==> config.mk <==
export PLATFORM = sky130hd
export DESIGN_NAME = fetch_unit
export DESIGN_NICKNAME = d
export VERILOG_FILES = /design/src/rtl/fetch_pkg.sv /design/src/rtl/fetch_unit_next_pc.sv /design/src/rtl/fetch_unit.sv
export SDC_FILE = /design/constraint.sdc
export NUM_CORES = 1
export LEC_CHECK = 0
export ABC_AREA = 1
export BUFFER_PORTS_ARGS = -buffer_cell sky130_fd_sc_hd__buf_2
export CORE_MARGIN = 8
export CORE_UTILIZATION = 30
export DETAILED_ROUTE_END_ITERATION = 10
export PLACE_DENSITY_LB_ADDON = 0.25
export SYNTH_ARGS = -nofsm -noshare
export SYNTH_HDL_FRONTEND = slang
export SYNTH_HIERARCHICAL = 1
export SYNTH_SLANG_ARGS = --single-unit
==> constraint.sdc <==
create_clock -name clk -period 2.7 [get_ports clk]
set_input_delay 0.135 -clock clk [delete_from_list [all_inputs] [get_ports clk]]
set_output_delay 0.135 -clock clk [all_outputs]
set_load 0.1 [all_outputs]
==> src/rtl/fetch_pkg.sv <==
// Shared definitions for the instruction fetch unit: FSM states, default
// reset vector and MIPS-style instruction field positions.
package fetch_pkg;

    typedef enum logic [1:0] {
        BOOT  = 2'd0,
        FETCH = 2'd1,
        HOLD  = 2'd2
    } state_t;

    localparam logic [31:0] DEFAULT_RESET_PC = 32'h0000_0000;

    // Instruction field bit positions
    localparam int OP_MSB    = 31;
    localparam int OP_LSB    = 26;
    localparam int FUNCT_MSB = 5;
    localparam int FUNCT_LSB = 0;
    localparam int TGT_MSB   = 25;  // jump target field is [25:0]
    localparam int IMM_MSB   = 15;  // branch immediate field is [15:0]

endpackage

==> src/rtl/fetch_unit_next_pc.sv <==
// next_pc: combinational next-PC selection for the fetch unit.
// Jump beats branch beats sequential; all arithmetic wraps modulo 2^32.
module next_pc
    import fetch_pkg::*;
(
    input  logic [31:0] pc_plus4,
    input  logic [31:0] instr,
    input  logic        jump,
    input  logic        branch,
    output logic [31:0] npc
);

    logic [31:0] imm_ext;
    logic [31:0] btarget;
    logic [31:0] jtarget;

    // Sign-extended word offset, already scaled by 4
    assign imm_ext = {{14{instr[IMM_MSB]}}, instr[IMM_MSB:0], 2'b00};
    assign btarget = pc_plus4 + imm_ext;
    assign jtarget = {pc_plus4[31:28], instr[TGT_MSB:0], 2'b00};

    // Priority select of the next fetch address
    always_comb begin
        npc = pc_plus4;
        if (jump)
            npc = jtarget;
        else if (branch)
            npc = btarget;
    end

endmodule

==> src/rtl/fetch_unit.sv <==
// fetch_unit: BOOT -> FETCH -> HOLD instruction fetch sequencer.
// Requests one word at pc, holds it for decode/execute until exec_done,
// then advances pc via next_pc.
// Optional feature: define FETCH_RETIRE_CNT_EN to add the retire_cnt output.
module fetch_unit
    import fetch_pkg::*;
#(
    parameter logic [31:0] RESET_PC = DEFAULT_RESET_PC
) (
    input  logic        clk,
    input  logic        reset,
    output logic        imem_req,
    output logic [31:0] imem_addr,
    input  logic        imem_ack,
    input  logic [31:0] imem_rdata,
    input  logic        exec_done,
    input  logic        pcSource,
    input  logic        jump,
    output logic [31:0] instr,
    output logic        instr_valid,
    output logic [5:0]  Op,
    output logic [5:0]  funct,
    output logic [31:0] pc,
    output logic [31:0] pcPlus4
`ifdef FETCH_RETIRE_CNT_EN
    ,
    output logic [31:0] retire_cnt
`endif
);

    state_t      state, state_nxt;
    logic [31:0] npc;
    logic        retire;

    // Control inputs only matter while an instruction is held
    assign retire  = (state == HOLD) && exec_done;

    assign Op      = instr[OP_MSB:OP_LSB];
    assign funct   = instr[FUNCT_MSB:FUNCT_LSB];
    assign pcPlus4 = pc + 32'd4;

    next_pc u_next_pc (
        .pc_plus4 (pcPlus4),
        .instr    (instr),
        .jump     (jump),
        .branch   (pcSource),
        .npc      (npc)
    );

    // State register
    always_ff @(posedge clk or posedge reset) begin
        if (reset)
            state <= BOOT;
        else
            state <= state_nxt;
    end

    // Next-state and Moore outputs; ack outside FETCH is ignored
    always_comb begin
        state_nxt   = state;
        imem_req    = 1'b0;
        instr_valid = 1'b0;
        imem_addr   = pc;
        unique case (state)
            BOOT:  state_nxt = FETCH;
            FETCH: begin
                imem_req = 1'b1;
                if (imem_ack)
                    state_nxt = HOLD;
            end
            HOLD: begin
                instr_valid = 1'b1;
                if (exec_done)
                    state_nxt = FETCH;
            end
            default: state_nxt = BOOT;
        endcase
    end

    // PC and instruction registers
    always_ff @(posedge clk or posedge reset) begin
        if (reset) begin
            pc    <= RESET_PC;
            instr <= 32'h0;
        end else begin
            if (state == FETCH && imem_ack)
                instr <= imem_rdata;
            if (retire)
                pc <= npc;
        end
    end

`ifdef FETCH_RETIRE_CNT_EN
    // Count retired instructions, free-running wrap
    always_ff @(posedge clk or posedge reset) begin
        if (reset)
            retire_cnt <= 32'h0;
        else if (retire)
            retire_cnt <= retire_cnt + 32'd1;
    end
`endif

endmodule

After elaboration in Yosys (flattened, before gate mapping)
Cells that the tools add are included.

Logic and storage cells: 20. Output and inout port bits: 142. Register bits: 66. Bits of input ports: 38.

Mux-type cells: 7. Add/subtract/negate cells: 2. Reductions and logical operators: 4. Equality and inequality tests: 4.

Operator list (number): 2-to-1 mux 32 bit (2); adder 32 x 3 -> 32 bit (second input constant) (1); adder 32 bit (1); one-hot mux 2 bit (3 select lines) (1); 2-to-1 mux 2 bit (2); != test 2 bit (second input constant) (2); equality test 2 x 1 -> 1 bit (second input constant) (1); equality test 2 bit (second input constant) (1); logical AND 1 bit (2); zero test 2 bit (1); 2-to-1 mux 1 bit (2); AND reduction 2 bit (1).

Longest topological paths before layout
Gate-level depths: netlist of run 1.

Depth in word-level cells: 4. Depth in mapped cells: 23. Mapped depth without buffers: 23.

By module
The synthesis of run 1 kept the hierarchy.

By module, submodules not included: fetch_unit (instances 1, area each 3890.0 um^2, cells each 501, seq. area each 1651.6 um^2); next_pc (instances 1, area each 2780.2 um^2, cells each 566, seq. area each 0.0 um^2).

Least setup slack after synthesis of run 1
No wires, ideal clock.

Path type: reg-to-reg. From: register pc[2], in the netlist imem_addr[2]. To: register pc[31], in the netlist imem_addr[31]. Stages on the path, launching flop included: 20. Period minus slack after synthesis: 5496 ps. Path slack: -2796 ps. Required time: 2574 ps. Library setup time: 126 ps. Arrival time: 5370 ps. Buffers on the path: 0. Cell sequence: dfrtp_1 > inv_1 > nor2_8 > nand2_8 > xnor2_1 > ha_1 > nand2_2 > inv_1 > nand2_1 > nand2_1 > a21oi_1 > nand2_2 > nand2_2 > nand2_1 > nand2_1 > nand3_1 > nand2_1 > nand2_1 > nor2_1 > a21oi_1.

Word-level cells in the longest chain between the ends: 4.

RTL lines: from (decl) (RTL line fetch_unit.sv:23) `output logic [31:0] pc,`; from (signal assigned) (RTL line fetch_unit.sv:89) `pc <= npc;`; adder 32 x 3 -> 32 bit (RTL line fetch_unit.sv:40) `assign pcPlus4 = pc + 32'd4;`; via pcPlus4[2] (RTL line fetch_unit.sv:24) `output logic [31:0] pcPlus4`; adder 32 bit (RTL line fetch_unit_next_pc.sv:19) `assign btarget = pc_plus4 + imm_ext;`; 2-to-1 mux 32 bit (RTL line fetch_unit_next_pc.sv:27) `else if (branch)`; 2-to-1 mux 32 bit (RTL line fetch_unit_next_pc.sv:25) `if (jump)`; via npc[31] (RTL line fetch_unit.sv:32) `logic [31:0] npc;`.

The timed path passes the listed nets, and every way through them passes these cells. A chain may end at the register's enable or synchronous reset.

Worst setup path after layout of run 1
From: register pc[3], in the netlist imem_addr[3]. To: register pc[15], in the netlist imem_addr[15].

Word-level cells in the longest chain between the ends: 4.

RTL lines (RTL line): adder 32 x 3 -> 32 bit (*) (fetch_unit.sv:40); adder 32 bit (fetch_unit_next_pc.sv:19); 2-to-1 mux 32 bit (*) (fetch_unit_next_pc.sv:27); 2-to-1 mux 32 bit (*) (fetch_unit_next_pc.sv:25); via npc[15] (fetch_unit.sv:32).

Mark *: on every way through the listed nets, which the timed path passes. The rest lies on a longest branch.

==> results of run 1 <==
## area by class of cell
cell class | instances | area (µm²) | area share [%]
Timing Repair Buffer | 364 | 2370 | 22.2
Sequential cell | 66 | 1670 | 15.7
Multi-Input combinational cell | 814 | 5530 | 51.9
Clock buffer | 13 | 260 | 2.44
Clock inverter | 2 | 37.5 | 0.352
Tap cell | 280 | 350 | 3.29
Inverter | 114 | 444 | 4.17
## cells by family (layout without fill, tap and decap cells)
kind of cell / after synthesis / in the layout / synth area share [%]
xor gates and xnor gates: 23 / 23 / 3.36
AOI/OAI and AO/OA: 92 / 92 / 7.41
DFF: 66 / 66 / 24.8
adders and majority gates: 31 / 31 / 5.93
buffers and inverters: 187 / 493 / 13.7
and+or+nand+nor: 668 / 668 / 44.9
## worst max-delay path by stage
stage	startpoint	end	cells past startpoint
after detailed placement	imem_addr[2]	imem_addr[21]	20
after global routing	imem_addr[2]	imem_addr[26]	21
after global placement	imem_addr[2]	imem_addr[21]	20
final	imem_addr[3]	imem_addr[15]	19
after floorplan	imem_addr[2]	imem_addr[18]	18
after CTS	imem_addr[2]	imem_addr[30]	21
## through the flow
stage          TNS (ns)  cells  hold slack [ns]  setup WS, ns  cell area, µm²
2_1_floorplan    -33.72   1067            0.280         -1.39            7120
3_3_place_gp      -4.87   1620            0.195        -0.429            9150
3_5_place_dp      -5.29   1620            0.193        -0.481            9150
4_1_cts           -2.80   1640           0.0187        -0.187            9990
5_1_grt           -6.13   1653           0.0301        -0.357           10700
6_report          -2.13   1653           0.0292        -0.168           10700
## layout by cell type (no fill, tap or decap), types with 18 or more instances in the layout
cell type	count
inv_1	92
nand2_4	35
nand2_1	334
nor2_2	21
dfrtp_1	51
nand2_2	63
nand3_1	87
a21oi_1	23
nor2_4	29
nor2_1	56
ha_4	27
buf_2	179
buf_4	165
buf_6	18
## flip-flops by register name, summed over array words and instances, names as in the netlist
register   count
imem_addr     32
instr         32
state          2
## what timing repair did
action | 4_1_cts | 5_1_grt
gates resized for setup | 106 | 144
hold buffers | 1 | 0
endpoints found under the setup margin | 23 | 26
pin swaps | 44 | 105
buffers inserted | 4 | 13
hold endpoints to repair | 20 | 0
## layer usage
| layer | vias up | part of all wire [%] |
|---|---|---|
| met5 | - | 0 |
| met4 | 0 | 2.2 |
| met3 | 36 | 5.5 |
| met2 | 227 | 47 |
| met1 | 3602 | 45 |
| li1 | 3904 | - |
## critical path, stage by stage (launching register included)
cell and delay (ns):
dfrtp_2 0.38, buf_4 0.13, nand2_2 0.08, nor2_8 0.19, nand2_8 0.10, nor2_4 0.21, xor2_4 0.20, ha_4 0.25
buf_6 0.12, nand2_4 0.08, inv_4 0.05, nand2_4 0.07, nand2_4 0.07, a21oi_4 0.14, nand2_4 0.10, xor2_2 0.16
o21ai_2 0.18, nand2_1 0.08, nand3_1 0.08, nand2_1 0.06
==> flow_summary.json, run 1 <==
{
  "status": "finished with violations",
  "violations": "setup timing",
  "clock-root-buffer": "clkbuf_16",
  "fmaxAchievable_ghz": 0.349,
  "synth_ff_type": "dfrtp_1",
  "crit_required_ns": 2.92,
  "hpwl_um": 21900,
  "grtUsageTotal_pct": 19.9,
  "cts_buffers": 9,
  "drtPass1Iterations": 7,
  "grt_pass1_vias": 7747,
  "clk_latency_ns": 0.33,
  "die_w_um": 165,
  "layout_setup_ws_ns": -0.168,
  "arrival_ns": 3.09,
  "drive_gt1_share_pct": 48.9,
  "rows": 54,
  "yosys.area.top_type": "dfrtp_1",
  "ctsLongestPathBuffers": 2,
  "use_met1_pct": 26.2,
  "wl_per_cell_um": 16.6,
  "drtIter0Drc": 446,
  "min_period_over_period_pct": 106,
  "use_met2_pct": 32.8,
  "drt-total-wl_um": 27400,
  "portBuffers": 179,
  "tightest_slew_ns": 0.617,
  "synth.most_common_cell": "nand2_1",
  "synthDistinctLibCells": 40,
  "cap_violations": 0,
  "cts.sinks": 66,
  "busiest_layer": "met2",
  "grt_pass1_wl_um": 42200,
  "antenna_found_initial": 0,
  "ys_warn_count": 6,
  "synth_area_um2": 6670,
  "grt_max_degree": 48,
  "reg2reg_depth": 19,
  "max_slew_margin_pct": 58.6,
  "end_kind": "flop",
  "path_class": "flop to flop",
  "ant_nets": 0,
  "skew_ns": 0.00497,
  "synth_edf_count": 0,
  "globalplace.congestion": 0.944,
  "vias_per_cell": 4.70,
  "vias": 7769,
  "hold_path.class": "input pin to flop",
  "die_y_um": 165,
  "min-delay-start": "imem_rdata[7]",
  "syn_area_per_cell_um2": 6.25,
  "ys_ff_latch": 66,
  "hold_viol": 0,
  "syn_to_final_growth_pct": 59.8,
  "core_area_um2": 21800,
  "drc_errors": 0,
  "period_minus_slack_ns": 2.87,
  "diodes": 0,
  "reg2reg_to": "imem_addr[15]",
  "r2r_setup_slack_ns": -0.17,
  "dieArea_um2": 27300,
  "synth_top_area_share_pct": 24.8,
  "whs_path_depth": 3,
  "start_util_pct": 30.6,
  "syn_nets": 1136,
  "synth_common_cells": "nand2_1, inv_1, nand3_1",
  "nNetsFinal": 1438,
  "critPathMaxFanout": 4,
  "grt_setup_unrepaired": "yes",
  "overflow": 0,
  "ys_seq_area_share_pct": 24.8,
  "grt_util_met3_pct": 3.84,
  "n_fill_cell": 2154,
  "slew_viol_final": 0,
  "final_util_pct": 48.8,
  "hold_end": "instr[7]",
  "syn_inst": 1067,
  "async_reset_ff_share_pct": 100,
  "final-setup-viol-count": 21,
  "rr_startpoint": "imem_addr[3]",
  "htree_num_levels": 3,
  "io_pins": 180,
  "cts_tree": "yes",
  "start_kind": "flop",
  "synth_area_leaders": "dfrtp_1, nand2_1, nand3_1, inv_1, ha_1",
  "cts.reportedPaths.clkPinSlew_ns": 0.05
}
Power of run 1 is not shown: default switching activity piles up to over one toggle a cycle in this logic, so the estimate is an artifact.
==> inputs of run 2 (changes only) <==
- CTS_BUF_LIST: unset -> sky130_fd_sc_hd__clkbuf_16
- clock period: 2.7 -> 3.3 ns (I/O delays scaled with it)
==> run 2 against run 1 <==
- the run now ends clean
- register-to-register slack improved by 0.34 ns
- sequential share of layout area is 3.3 points higher
- via count down 6.8%
- first-iteration DRC count increased by 2.7%
- cell area fell by 17%
- setup slack improved by 0.34 ns
- count of clock-buffer cells in the layout down 4
- critical path depth up 1
==> flow_summary.json, run 2 (synthesized netlist as in run 1, its figures left out) <==
{
  "drc_errors": 0,
  "ant_nets": 0,
  "start_util_pct": 30.6,
  "postPlaceCellArea_um2": 8080,
  "grtUsageTotal_pct": 18.9,
  "core_area_um2": 21800,
  "clk_latency_ns": 0.33,
  "cap_violations": 0,
  "reg2reg_depth": 20,
  "multi_input_area_um2": 4750,
  "drt-total-wl_um": 26000,
  "grt_setup_unrepaired": "yes",
  "nNetsFinal": 1310,
  "end_kind": "flop",
  "overflow": 0,
  "grt_pass1_wl_um": 39900,
  "cts_tree": "yes",
  "syn_to_final_growth_pct": 32.4,
  "period_minus_slack_ns": 3.13,
  "globalplace.congestion": 0.899,
  "cts.reportedPaths.clkPinSlew_ns": 0.06,
  "vias": 7241,
  "grt_pass1_vias": 7115,
  "path_class": "flop to flop",
  "dieArea_um2": 27300,
  "cts.sinks": 66,
  "hpwl_um": 21000,
  "final-setup-viol-count": 0,
  "most-common-layout-cells": "nand2_1, buf_2, inv_1, nand3_1, nor2_1",
  "cts_hold_buffers": 0,
  "die_w_um": 165,
  "drive_gt1_share_pct": 33.1,
  "rows": 54,
  "drtIter0Drc": 458,
  "hold_viol": 0,
  "antenna_found_initial": 0,
  "fmaxAchievable_ghz": 0.320,
  "io_pins": 180,
  "clock-root-buffer": "clkbuf_16",
  "slew_viol_final": 0,
  "cts_buffers": 9,
  "ctsLongestPathBuffers": 2,
  "grt_max_degree": 67,
  "tightest_slew_ns": 0.873,
  "vias_per_cell": 4.75,
  "arrival_ns": 3.33,
  "wl_per_cell_um": 17.0,
  "regArea_um2": 1680,
  "whs_path_depth": 3,
  "drtPass1Iterations": 5,
  "stdcell_area_um2": 8830,
  "die_y_um": 165,
  "final_util_pct": 40.5,
  "min_period_over_period_pct": 94.8,
  "critPathMaxFanout": 4,
  "final_common_cell": "nand2_1",
  "portBuffers": 179,
  "n_fill_cell": 2313,
  "htree_num_levels": 3,
  "hold_path.class": "input pin to flop",
  "max_slew_margin_pct": 41.8,
  "diodes": 0,
  "crit_required_ns": 3.50,
  "status": "completed",
  "start_kind": "flop",
  "skew_ns": 0.0107
}
[run 2: cell types whose count changed in the layout (fill, tap and decap cells not counted), sizes merged]
cell	change
dlygate4sd3	-1
clkinv	+4
clkinvlp	-1
inv	+1
buf	-127
clkbuf	-4
[run 2: cell type report]
class	count	area share (%)
multi-input combinational	814	53.8
timing repair buffer	236	15.1
clock buffer	9	2.55
inverter	114	4.89
sequential	66	19.0
tap	280	3.97
clock inverter	6	0.680
[run 2: timing repair]
item,CTS,global route
resized for setup,0,47
setup buffers,0,29
setup endpoints to repair,0,15
[run 2: worst paths after layout]
check                               startpoint             to  slack [ns]
worst min-delay path            imem_rdata[26]      instr[26]        0.06
worst max register to register    imem_addr[2]  imem_addr[26]        0.17
worst min register to register       instr[27]      instr[27]        0.49
min in group asynchronous                reset      instr[31]        0.09
max in group asynchronous                reset   imem_addr[8]        2.58
worst max-delay path              imem_addr[2]  imem_addr[26]        0.17
[run 2: routing by layer]
layer  track usage, %  up-vias  wire length [µm]
met3             2.93       33              1260
met5                0        -                 0
met1             25.5     3330             12100
met2             30.3      223             11900
met4             6.27        0               667
li1                 -     3655                 -
[run 2: per-stage QoR]
step	cells	hold slack (ns)	TNS [ns]	setup slack, ns
2_1_floorplan	1067	0.310	-16.95	-0.792
3_3_place_gp	1481	0.397	0	0.0274
3_5_place_dp	1481	0.399	0	0.0362
4_1_cts	1496	0.0488	0	0.0147
5_1_grt	1525	0.0531	-0.129	-0.0738
6_report	1525	0.0586	0	0.171
[run 2: critical path: stages, from the launching register on]
cell        delay (ns)
dfrtp_2           0.43
clkinvlp_4        0.17
nor2_8            0.20
nand2_4           0.11
nor2_8            0.17
buf_4             0.15
xor2_4            0.23
ha_4              0.26
nand2_1           0.10
nand2_1           0.06
nand2_1           0.05
nand2_1           0.08
o21bai_1          0.19
nand2_1           0.14
nand3_1           0.09
nand2_1           0.06
nand3_1           0.14
nand2_1           0.15
nand2_1           0.06
nor2_1            0.10
a21oi_1           0.05
Power of run 2 is left out for the same reason.
